$ cat src/rtl/bcd_digit_split8_if.sv
// Handshake and digit bus between a result producer and the binary-to-BCD converter.
// The converter drives busy/done/ovf and the eight registered digits seg0..seg7.
interface bcd_digit_split8_if #(
  parameter int unsigned BIN_W = 27
) ();
  logic             start;
  logic [BIN_W-1:0] bin;
  logic             busy;
  logic             done;
  logic             ovf;
  logic [3:0]       seg0, seg1, seg2, seg3, seg4, seg5, seg6, seg7;

  modport master (
    output start, bin,
    input  busy, done, ovf, seg0, seg1, seg2, seg3, seg4, seg5, seg6, seg7
  );

  modport slave (
    input  start, bin,
    output busy, done, ovf, seg0, seg1, seg2, seg3, seg4, seg5, seg6, seg7
  );
endinterface

$ cat src/rtl/bcd_digit_split8.sv
// Sequential 27-bit binary to 8-digit BCD converter (double dabble, 27 cycles per result).
// Optional leading-zero blanking when BCD_LZ_BLANK_EN is defined.
module bcd_digit_split8 #(
  parameter int unsigned BIN_W = 27,
  parameter int unsigned NDIG  = 8
) (
  input logic               clk,
  input logic               rst_n,
  bcd_digit_split8_if.slave bus
);

  localparam int unsigned SW = 4 * NDIG;
  localparam logic [4:0]  LastCnt = 5'(BIN_W - 1);

  typedef enum logic [0:0] {StIdle, StConv} state_e;

  state_e             state_q, state_d;
  logic [4:0]         cnt_q, cnt_d;
  logic [BIN_W-1:0]   shift_q, shift_d;
  logic [SW-1:0]      scratch_q, scratch_d;
  logic               ovf_int_q, ovf_int_d;
  logic [SW-1:0]      digits_q, digits_d;
  logic               ovf_q, ovf_d;
  logic               done_q, done_d;

  logic [SW-1:0]      adj;
  logic [SW+BIN_W-1:0] shifted;
  logic [SW-1:0]      scratch_nxt;
  logic [BIN_W-1:0]   shift_nxt;
  logic [SW-1:0]      fin;
  logic               lead;

  // One double-dabble step: add 3 to every nibble >= 5, then shift the pair left.
  always_comb begin
    adj = scratch_q;
    for (int i = 0; i < int'(NDIG); i++) begin
      if (scratch_q[4*i +: 4] >= 4'd5) adj[4*i +: 4] = scratch_q[4*i +: 4] + 4'd3;
    end
    shifted     = {adj, shift_q} << 1;
    scratch_nxt = shifted[SW+BIN_W-1:BIN_W];
    shift_nxt   = shifted[BIN_W-1:0];
  end

  // Digits loaded on the completing edge, derived from the final scratch value.
  always_comb begin
    fin  = scratch_nxt;
    lead = 1'b1;
    if (ovf_int_q) begin
      fin = {NDIG{4'hE}};
    end
`ifdef BCD_LZ_BLANK_EN
    else begin
      for (int i = int'(NDIG) - 1; i > 0; i--) begin
        if (lead && (fin[4*i +: 4] == 4'd0)) fin[4*i +: 4] = 4'hF;
        else lead = 1'b0;
      end
    end
`endif
  end

  always_comb begin
    state_d   = state_q;
    cnt_d     = cnt_q;
    shift_d   = shift_q;
    scratch_d = scratch_q;
    ovf_int_d = ovf_int_q;
    digits_d  = digits_q;
    ovf_d     = ovf_q;
    done_d    = 1'b0;
    case (state_q)
      StIdle: begin
        if (bus.start) begin
          state_d   = StConv;
          shift_d   = bus.bin;
          scratch_d = '0;
          cnt_d     = '0;
          ovf_int_d = (bus.bin > BIN_W'(99_999_999));
        end
      end
      StConv: begin
        scratch_d = scratch_nxt;
        shift_d   = shift_nxt;
        cnt_d     = cnt_q + 5'd1;
        if (cnt_q == LastCnt) begin
          state_d  = StIdle;
          cnt_d    = '0;
          digits_d = fin;
          ovf_d    = ovf_int_q;
          done_d   = 1'b1;
        end
      end
      default: state_d = StIdle;
    endcase
  end

  always_ff @(posedge clk or negedge rst_n) begin
    if (!rst_n) begin
      state_q   <= StIdle;
      cnt_q     <= '0;
      shift_q   <= '0;
      scratch_q <= '0;
      ovf_int_q <= 1'b0;
      digits_q  <= '0;
      ovf_q     <= 1'b0;
      done_q    <= 1'b0;
    end else begin
      state_q   <= state_d;
      cnt_q     <= cnt_d;
      shift_q   <= shift_d;
      scratch_q <= scratch_d;
      ovf_int_q <= ovf_int_d;
      digits_q  <= digits_d;
      ovf_q     <= ovf_d;
      done_q    <= done_d;
    end
  end

  assign bus.busy = (state_q == StConv);
  assign bus.done = done_q;
  assign bus.ovf  = ovf_q;
  assign bus.seg0 = digits_q[3:0];
  assign bus.seg1 = digits_q[7:4];
  assign bus.seg2 = digits_q[11:8];
  assign bus.seg3 = digits_q[15:12];
  assign bus.seg4 = digits_q[19:16];
  assign bus.seg5 = digits_q[23:20];
  assign bus.seg6 = digits_q[27:24];
  assign bus.seg7 = digits_q[31:28];

endmodule

$ cat src/flat_wrapper.sv
// flat-port wrapper written by rule: the top's interface ports become plain ports
module bcd_digit_split8_flat 
#(
  parameter int unsigned BIN_W = 27,
  parameter int unsigned NDIG  = 8
)
  (clk, rst_n, bus_start, bus_bin, bus_busy, bus_done, bus_ovf, bus_seg0, bus_seg1, bus_seg2, bus_seg3, bus_seg4, bus_seg5, bus_seg6, bus_seg7);
  bcd_digit_split8_if #(.BIN_W(BIN_W)) bus_i ();
  input logic clk;
  input logic rst_n;
  input wire logic [$bits(bus_i.start)-1:0] bus_start;
  input wire logic [$bits(bus_i.bin)-1:0] bus_bin;
  output wire logic [$bits(bus_i.busy)-1:0] bus_busy;
  output wire logic [$bits(bus_i.done)-1:0] bus_done;
  output wire logic [$bits(bus_i.ovf)-1:0] bus_ovf;
  output wire logic [$bits(bus_i.seg0)-1:0] bus_seg0;
  output wire logic [$bits(bus_i.seg1)-1:0] bus_seg1;
  output wire logic [$bits(bus_i.seg2)-1:0] bus_seg2;
  output wire logic [$bits(bus_i.seg3)-1:0] bus_seg3;
  output wire logic [$bits(bus_i.seg4)-1:0] bus_seg4;
  output wire logic [$bits(bus_i.seg5)-1:0] bus_seg5;
  output wire logic [$bits(bus_i.seg6)-1:0] bus_seg6;
  output wire logic [$bits(bus_i.seg7)-1:0] bus_seg7;
  assign bus_i.start = bus_start;
  assign bus_i.bin = bus_bin;
  assign bus_busy = bus_i.busy;
  assign bus_done = bus_i.done;
  assign bus_ovf = bus_i.ovf;
  assign bus_seg0 = bus_i.seg0;
  assign bus_seg1 = bus_i.seg1;
  assign bus_seg2 = bus_i.seg2;
  assign bus_seg3 = bus_i.seg3;
  assign bus_seg4 = bus_i.seg4;
  assign bus_seg5 = bus_i.seg5;
  assign bus_seg6 = bus_i.seg6;
  assign bus_seg7 = bus_i.seg7;
  bcd_digit_split8 #(.BIN_W(BIN_W), .NDIG(NDIG)) u_core (.clk(clk), .rst_n(rst_n), .bus(bus_i));
endmodule
$ cat config.mk
export PLATFORM = sky130hd
export DESIGN_NAME = bcd_digit_split8_flat
export DESIGN_NICKNAME = d
export VERILOG_FILES = /design/src/rtl/bcd_digit_split8_if.sv /design/src/rtl/bcd_digit_split8.sv /design/src/flat_wrapper.sv
export SDC_FILE = /design/constraint.sdc
export NUM_CORES = 1
export LEC_CHECK = 0
export CAP_MARGIN = 10
export CORE_AREA = 10 10 105 107
export DETAILED_ROUTE_END_ITERATION = 7
export DIE_AREA = 0 0 115 117
export PLACE_DENSITY_LB_ADDON = 0.2
export SYNTH_ARGS = -nofsm -noshare
export SYNTH_HDL_FRONTEND = slang
export SYNTH_SLANG_ARGS = --single-unit
export TNS_END_PERCENT = 50
$ cat constraint.sdc
create_clock -name clk -period 1.9 [get_ports clk]
set_input_delay 0.38 -clock clk [delete_from_list [all_inputs] [get_ports clk]]
set_output_delay 0.38 -clock clk [all_outputs]
set_load 0.005 [all_outputs]
Yosys cells after proc, flatten, opt, wreduce, memory -nomap -nowiden

Cells that the tools add are included.
W data, S select, Z words.

Add/subtract/negate cells: 9
Multiply operators: 0
Div/mod/pow operators: 0
Order comparisons: 9
Eq/ne operators: 2
Shifts and indexed selects: 0
Mux-type cells: 21
Bitwise operators: 1
Reduce and logical (&&, ||, !) cells: 2

Operators by type and width:

| operator               | count |
|---|---|
| $mux W32               | 2 |
| $pmux W32 S2           | 1 |
| $pmux W27 S2           | 1 |
| $ge A4 B3 Y1 const B   | 8 |
| $add A4 B2 Y4 const B  | 7 |
| $mux W4                | 7 |
| $gt A27 B27 Y1 const B | 1 |
| $mux W27               | 1 |
| $mux W5                | 2 |
| $pmux W5 S2            | 1 |
| $add A5 B1 Y5 const B  | 1 |
| $eq A5 B5 Y1 const B   | 1 |
| $mux W1                | 4 |
| $reduce_and A2 Y1      | 2 |
| $add A3 B2 Y3 const B  | 1 |
| $mux W3                | 1 |
| $ne A2 B2 Y1 const B   | 1 |
| $pmux W1 S2            | 1 |
| $not A1 Y1             | 1 |

Register bits after elaboration: 100
Latch bits: 0
Memory bits (writable): 0
Bits in read-only memories: 0
Input port bits: 30
Output and inout bits: 35
Memories: 0

Depth between registers and ports, before layout

Gate-level depths: netlist of run 1.

Word-level depth: 3
Depth in mapped cells: 8

Worst setup path after synthesis of run 1

No wires, ideal clock.

Kind: register -> register
Start point: reg u_core.cnt_q[0]
End point: reg u_core.digits_q[18]
Library setup time: 0.121 ns
Data arrival time: 1.359 ns
Path slack: 0.420 ns
Cell stages (with the launch flop): 9
Buffers on the path: 1
Cell sequence: dfrtp_1 inv_1 ha_1 and4b_1 nand2_1 inv_2 nand2_4 buf_6 o22a_1

Cells in the longest elaborated chain, start to end: 2

Ends and longest elaborated chain:

| what                        | RTL line                | source |
|---|---|---|
| start: declaration          | bcd_digit_split8.sv:18  | `logic [4:0] cnt_q, cnt_d;` |
| start signal: assignment    | bcd_digit_split8.sv:108 | `cnt_q <= cnt_d;` |
| $eq A5 B5 Y1                | bcd_digit_split8.sv:84  | `if (cnt_q == LastCnt) begin` |
| $reduce_and A2 Y1 (no line) | --                      |  |
| end signal: assignment      | bcd_digit_split8.sv:112 | `digits_q <= digits_d;` |
| end: declaration            | bcd_digit_split8.sv:22  | `logic [SW-1:0] digits_q, digits_d;` |

No other way between the ends.
A chain may end at the register's enable or synchronous reset.

Final worst setup path of run 1

Start point: reg u_core.state_q (netlist: u_core.bus.busy)
End point: out bus_busy

RTL lines:

| what                     | RTL line                | source |
|---|---|---|
| start: declaration       | bcd_digit_split8.sv:17  | `state_e state_q, state_d;` |
| start signal: assignment | bcd_digit_split8.sv:98  | `state_q <= StIdle;` |
| start signal: assignment | bcd_digit_split8.sv:107 | `state_q <= state_d;` |
| end: declaration         | flat_wrapper.sv:13      | `output wire logic [$bits(bus_i.busy)-1:0] bus_busy;` |

No word-level cell between the ends.

==> impl_results.md, run 1 <==
* Clock-pin slew on the worst setup and hold paths at 0.10 ns
* Total clock sinks at 100
* DP HPWL at 7.119 mm
* I/O pin count at 65
* Cts hold-fix bufs at 0
* Final Critical Period at 1.713 ns
* Synthesized flop and latch total at 100
* Die Y at 117 microns
* Max-slew violations at 0
* Clock H-tree levels at 3
* CP Max Fanout at 7
* Crit path from: u_core.bus.busy$_DFF_PN0_
* Clock root cell: clkbuf_8
* CTS resizes at 0
* Hold WC Path Type: in2async
* Routed length per instance at 15.66 microns
* GP Congestion at 0.7809
* Die area at 13460 sq um
* Critical Path AT at 1.33 ns
* Crit path largest cell delay at 0.53 ns
* Postcts setup bufs at 0
* DRC violations left at 0
* LEAKAGE at 2.688 nW
* Post-Place Cells at 625
* CP Data Required Time at 1.52 ns
* Worst setup EP type: output port
* Status: finished clean
* Row cnt at 35
* Largest net degree at the start of global routing at 101
* Number of port buffers at 64
* Layout filler cell count at 732
* Core Area at 9021 sq um
* MaxCap Viol Count at 0
* Grt total ovfl at 0
* Syn Area/Cell at 10.48 sq um
* EDFF count, synth at 0
* Synth Instances at 459
* TritonCTS clock tree: done
* Starting density of the core at 0.5333
* Post-synth top area cell: dfrtp_1
* Synth Cell Area at 4811 sq um
* Post-Layout Cell Count at 641
* Multi-input logic area at 2102 sq um
* Syn_nets at 507
* Area growth from synthesis to layout at 19.92%
* Leading cell types by count after synthesis: 100 x dfrtp_1, 62 x nand2_1, 48 x mux2i_1, 41 x o21ai_0, 25 x a21oi_1
* Pwr Density at 1596 nW/um^2
* Synth top area cells: dfrtp_1 52%, mux2i_1 10%, nand2_1 4.8%
* Nets at 573
* Startpoint types: flop
* Clk buf depth at 2
* First-pass GRT wire length at 16.91 mm
* N_diodes at 0
* Final WL at 10.04 mm
* Max Freq at 0.5837 GHz
* Number of buffers and inverters on the critical path at 1
* Setup violators final at 0
* Final Instance Area at 5769 sq um
* Peak VDD IR at 0.0005961 V
* Yosys top cell area share at 0.5202
* Fraction of layout cells with a size suffix above 1 at 0.06604
* Die width at 115 microns
* Main synth FF type: dfrtp_1
* Critical path cell sequence: clkdlybuf4s50_1
* Ys async rst share at 1.000
* Most numerous cell in the Yosys netlist: dfrtp_1
* Post-DP Area at 5587 sq um
* Initial antenna violation count at 0
* Slew @ Worst Pin at 0.6437 ns
* Clock Skew at 0.01358 ns
* Hold Vio Cnt, Final at 0
* Syn. warnings at 0
* Via count at 3541
* Crit path max-delay family: buffers and inverters
* FF+latch area at 2504 sq um
* Max_slew headroom at 0.5693
* Period utilisation layout at 0.9017
* DR iter-0 viols at 143
* CTS Buf Count at 9
* Vias in the first global route at 3585
* Sequential-to-total area share from yosys stat at 0.5202
* Critical Path Slowest Stage Cell: clkdlybuf4s50_1
* Setup_tns at 0 ns
* GRT Resource Usage Total at 0.1537
* ANT nets after route at 0
* Initial DRT Pass Iterations at 6
* Via density at 5.524
* Post-synthesis cell type count at 36
* RSZ-0062 raised after global routing: false
* Worst-Skew Late Latency at 0.37 ns
* Crit Path Class: reg2out
* Reg2reg start: u_core.cnt_q[0]$_DFFE_PN0P_
## routing by layer
layer	global-route usage	vias to the layer above	routed length, microns
met2	0.2523	68	4703
met3	0.03415	14	569
met1	0.1908	1717	4572
met4	0.06683	0	192
li1	-	1742	-
met5	0	-	0
## layout by cell type, fill, tap and decap left out, types with 10 or more instances in the layout
| cell type | count |
|---|---|
| nor3b_1 | 16 |
| nor2_1 | 13 |
| o21ai_0 | 41 |
| nand2_1 | 62 |
| clkdlybuf4s50_1 | 62 |
| a21o_1 | 10 |
| buf_4 | 13 |
| ha_1 | 18 |
| o22a_1 | 16 |
| a21oi_1 | 25 |
| dfrtp_1 | 99 |
| mux2i_1 | 48 |
| inv_1 | 19 |
## state kept, by name, indices dropped and copies added, names as in the netlist
register / count
u_core.bus.busy: 1
u_core.bus.done: 1
u_core.bus.ovf: 1
u_core.cnt_q: 5
u_core.digits_q: 32
u_core.ovf_int_q: 1
u_core.scratch_q: 32
u_core.shift_q: 27
## path summary, 6_finish.rpt
kind / to / cells after the start / slack [ns]
min in group clk: u_core.scratch_q[0]$_DFFE_PN0P_ / 2 / 0.38
worst min-delay path: u_core.digits_q[7]$_DFFE_PN0P_ / 2 / 0.04
worst min register to register: u_core.shift_q[11]$_DFFE_PN0P_ / 2 / 0.49
worst max-delay path: bus_busy / 1 / 0.19
max in group asynchronous: u_core.shift_q[16]$_DFFE_PN0P_ / 2 / 1.42
worst max register to register: u_core.digits_q[25]$_DFFE_PN0P_ / 7 / 0.27
## stage by stage
step	power, mW	setup WS [ns]	util	hold slack [ns]
5_1_grt	9.999	0.1217	0.6395	0.09282
6_report	9.210	0.1869	0.6395	0.03876
2_1_floorplan	6.464	0.4203	-	0.08441
3_3_place_gp	7.819	0.2351	0.6193	0.4610
4_1_cts	9.305	0.1645	0.6395	0.08387
3_5_place_dp	8.026	0.1725	0.6193	0.4668
## logic make-up after synthesis
group | Yosys count | synth area share
AO/OA/AOI/OAI | 121 | 0.1547
XOR/XNOR | 9 | 0.01639
adder cells (fa/ha/maj) | 18 | 0.04681
buffers and inverters | 44 | 0.04291
flip-flops | 100 | 0.5202
multiplexers | 48 | 0.09987
AND/OR/NAND/NOR | 119 | 0.1191
## area by class of cell
cell class              instances  share of cell area
multi-input cells             315              0.3643
clock buffers                   9             0.02147
inverters                      21             0.01366
flip-flops and latches        100              0.4340
repair buffers                 78              0.1323
well taps                     111             0.02407
clock inverters                 7             0.01019
## where the power goes
part	leakage, nW	internal (mW)	total, mW	switching [mW]
sequential	1.24	3.07	3.80	0.727
clock	0.0917	0.495	1.27	0.779
combinational	1.35	2.21	4.14	1.93
total	2.69	5.77	9.21	3.44
(Power assumes the default switching activity.)
==> run 2: changes to the inputs <==
Settings changed: CORE_AREA 10 10 105 107 to 10 10 110 112, DIE_AREA 0 0 115 117 to 0 0 120 122, SETUP_SLACK_MARGIN set to 0.05.
Clock period 1.9 ns to 1.45 ns, I/O delays scaled along.
==> impl_results.md, run 2 (synthesis gave the netlist of run 1 again) <==
* Status: complete, but fails checks
* Violated checks: setup timing
* GP Congestion at 0.7975 (+2.1%)
* Via density at 5.400 (-2.2%)
* Startpoint types: flop
* Initial antenna violation count at 0 (unchanged)
* Slew @ Worst Pin at 0.4630 ns (-0.1807 ns)
* Critical path cell sequence: inv_1 -> ha_2 -> and4b_1 -> nand2_4 -> clkinv_8 -> nand2_4 -> o22a_1
* Setup violators final at 33 (+33)
* Pwr Density at 2201 nW/um^2 (+38%)
* Largest registers: u_core.digits_q x32, u_core.scratch_q x32, u_core.shift_q x27
* Die width at 120 microns (+4.3%)
* Commonest non-fill, non-tap cell in the layout: dfrtp_1
* LEAKAGE at 3.093 nW (+15%)
* Die area at 14640 sq um (+8.8%)
* Core Area at 10050 sq um (+11%)
* Dpl ws at -0.1552 ns (-0.3277 ns)
* DRC violations left at 0 (unchanged)
* DP HPWL at 7.900 mm (+11%)
* Peak VDD IR at 0.0009037 V (+52%)
* Clock H-tree levels at 3 (unchanged)
* Switching Share at 0.3814 (+0.008327)
* TritonCTS clock tree: done
* RSZ-0062 raised after global routing: true
* Crit Path Class: reg2reg
* CP Data Required Time at 1.70 ns (+0.18 ns)
* MaxCap Viol Count at 0 (unchanged)
* CP dominant cell by count: nand2_4
* Commonest non-fill, non-tap cells in the layout: 99 x dfrtp_1, 61 x nand2_1, 58 x buf_4, 41 x mux2i_1, 40 x o21ai_0
* Grt total ovfl at 0 (unchanged)
* Clock power frac at 0.124 (-0.014)
* Die Y at 122 microns (+4.3%)
* Final WL at 13.09 mm (+30%)
* Starting density of the core at 0.4789 (-0.05440)
* Tot Pwr at 14.73 mW (+60%)
* GRT Resource Usage Total at 0.1697 (+0.01602)
* Hold Vio Cnt, Final at 0 (unchanged)
* Hold WC Path Type: in2async
* Area growth from synthesis to layout at 39.17%
* First-pass GRT wire length at 20.30 mm (+20%)
* ANT nets after route at 0 (unchanged)
* Largest net degree at the start of global routing at 36 (-64%)
* N_diodes at 0 (unchanged)
* Clk buf depth at 2 (unchanged)
* Sw power at 5.619 mW (+64%)
* Number of buffers and inverters on the critical path at 2 (+1)
* Max_slew headroom at 0.6880 (+0.1188)
* Vias in the first global route at 4055 (+13%)
* Clock root cell: clkbuf_8
* Crit path largest cell delay at 0.39 ns (-0.14 ns)
* Row cnt at 37 (+5.7%)
* Max Freq at 0.6555 GHz
* Fraction of layout cells with a size suffix above 1 at 0.2649 (+0.1988)
* Nets at 632 (+10%)
* Routed length per instance at 18.06 microns (+15%)
* Clock Skew at 0.01243 ns (-0.001150 ns)
* Period utilisation layout at 1.052
* Final Critical Period at 1.526 ns
* Via count at 3915 (+11%)
* Worst-Skew Late Latency at 0.36 ns (about the same)
* Sequential share of power at 0.344 (-0.068)
* CTS Buf Count at 9 (unchanged)
* Worst setup EP type: flop
* Comb pwr share at 0.531 (+0.082)
* CP Max Fanout at 6 (-1)
* Clock-pin slew on the worst setup and hold paths at 0.10 ns (about the same)
* I/O pin count at 65 (unchanged)
* Minimum hold slack at 0.3686 ns (+0.3299 ns)
* Final worst setup slack at -0.07564 ns (-0.2625 ns)
* Critical Path Slowest Stage Cell: dfrtp_1
* Crit path max-delay family: simple AND/OR/NAND/NOR gates
* Critical Path AT at 1.78 ns (+0.45 ns)
* DR iter-0 viols at 254 (+78%)
* Max-slew violations at 0 (unchanged)
* Int Pwr at 9.115 mW (+58%)
* Number of port buffers at 64 (unchanged)
* Initial DRT Pass Iterations at 4 (-2)
* Total clock sinks at 100 (unchanged)
run 2: cell types whose count changed in the layout (fill, tap and decap cells not counted), sizes merged:
cell / previous run / this run
clkbuf: 9 / 12
clkdlybuf4s50: 62 / 27
dlygate4sd3: 0 / 1
nand2: 63 / 66
bufinv: 0 / 1
dlygate4sd2: 0 / 34
inv: 22 / 20
buf: 16 / 68
clkdlybuf4s15: 0 / 1
clkinvlp: 1 / 2
run 2: layout make-up:
cell class                      count  area [sq um]
Tap cell                          136         170.2
Fill cell                         793          3351
Clock buffer                       10         137.6
Clock inverter                      6         63.81
Sequential cell                   100          2504
Inverter                           21         92.59
Timing Repair Buffer              133          1210
Multi-Input combinational cell    318          2509
Timing Repair inverter              1         8.758
run 2: power by group through the flow:
| stage | logic [mW] | registers [mW] | clock network (mW) |
|---|---|---|---|
| 2_1_floorplan | 3.64 | 4.83 | 0 |
| 3_3_place_gp | 6.09 | 4.91 | 0 |
| 3_5_place_dp | 6.34 | 4.97 | 0 |
| 4_1_cts | 7.05 | 4.99 | 1.87 |
| 5_1_grt | 8.59 | 5.25 | 1.96 |
| 6_report | 7.83 | 5.07 | 1.83 |
run 2: path summary, 6_finish.rpt:
kind / start / cells past startpoint / slack, ns / to
setup / recovery: u_core.cnt_q[0]$_DFFE_PN0P_ / 7 / -0.08 / u_core.digits_q[5]$_DFFE_PN0P_
hold / removal: rst_n / 2 / 0.37 / u_core.digits_q[12]$_DFFE_PN0P_
setup reg to reg: u_core.cnt_q[0]$_DFFE_PN0P_ / 7 / -0.08 / u_core.digits_q[5]$_DFFE_PN0P_
hold reg to reg: u_core.digits_q[20]$_DFFE_PN0P_ / 2 / 0.49 / u_core.digits_q[20]$_DFFE_PN0P_
max in group asynchronous: rst_n / 3 / 0.55 / u_core.ovf_int_q$_DFFE_PN0P_
min in group clk: bus_start / 3 / 0.38 / u_core.scratch_q[13]$_DFFE_PN0P_
run 2: what timing repair did:
action	in CTS	in global routing
hold buffers	1	0
buffers inserted	8	4
resized for setup	93	35
hold endpoints to repair	22	0
setup endpoints to repair	83	61
cloned	3	4
pin swaps	22	11
run 2: per-layer routing:
metal,up-vias,share of wire,track usage,routed length [microns]
met3,14,0.038,0.02868,496
met5,-,0,0,0
li1,1866,-,-,-
met1,1958,0.43,0.2071,5653
met2,77,0.52,0.2995,6749
met4,0,0.015,0.05505,193
run 2: through the flow:
| stage | std cells | setup TNS, ns | area [sq um] | utilization |
|---|---|---|---|---|
| 6_report | 725 | -1.586 | 6695 | 0.6665 |
| 3_3_place_gp | 689 | -1.345 | 5926 | 0.5899 |
| 5_1_grt | 725 | -4.744 | 6695 | 0.6665 |
| 3_5_place_dp | 689 | -2.376 | 5926 | 0.5899 |
| 2_1_floorplan | 459 | -0.3020 | 4813 | - |
| 4_1_cts | 717 | -1.015 | 6424 | 0.6394 |
==> run 3: changes to the inputs <==
Settings changed: ABC_CLOCK_PERIOD_IN_PS set to 1450, CAP_MARGIN 10 to 20.
==> results of run 3 <==
No change in the layout: final DEF, timing and power equal those of run 2.
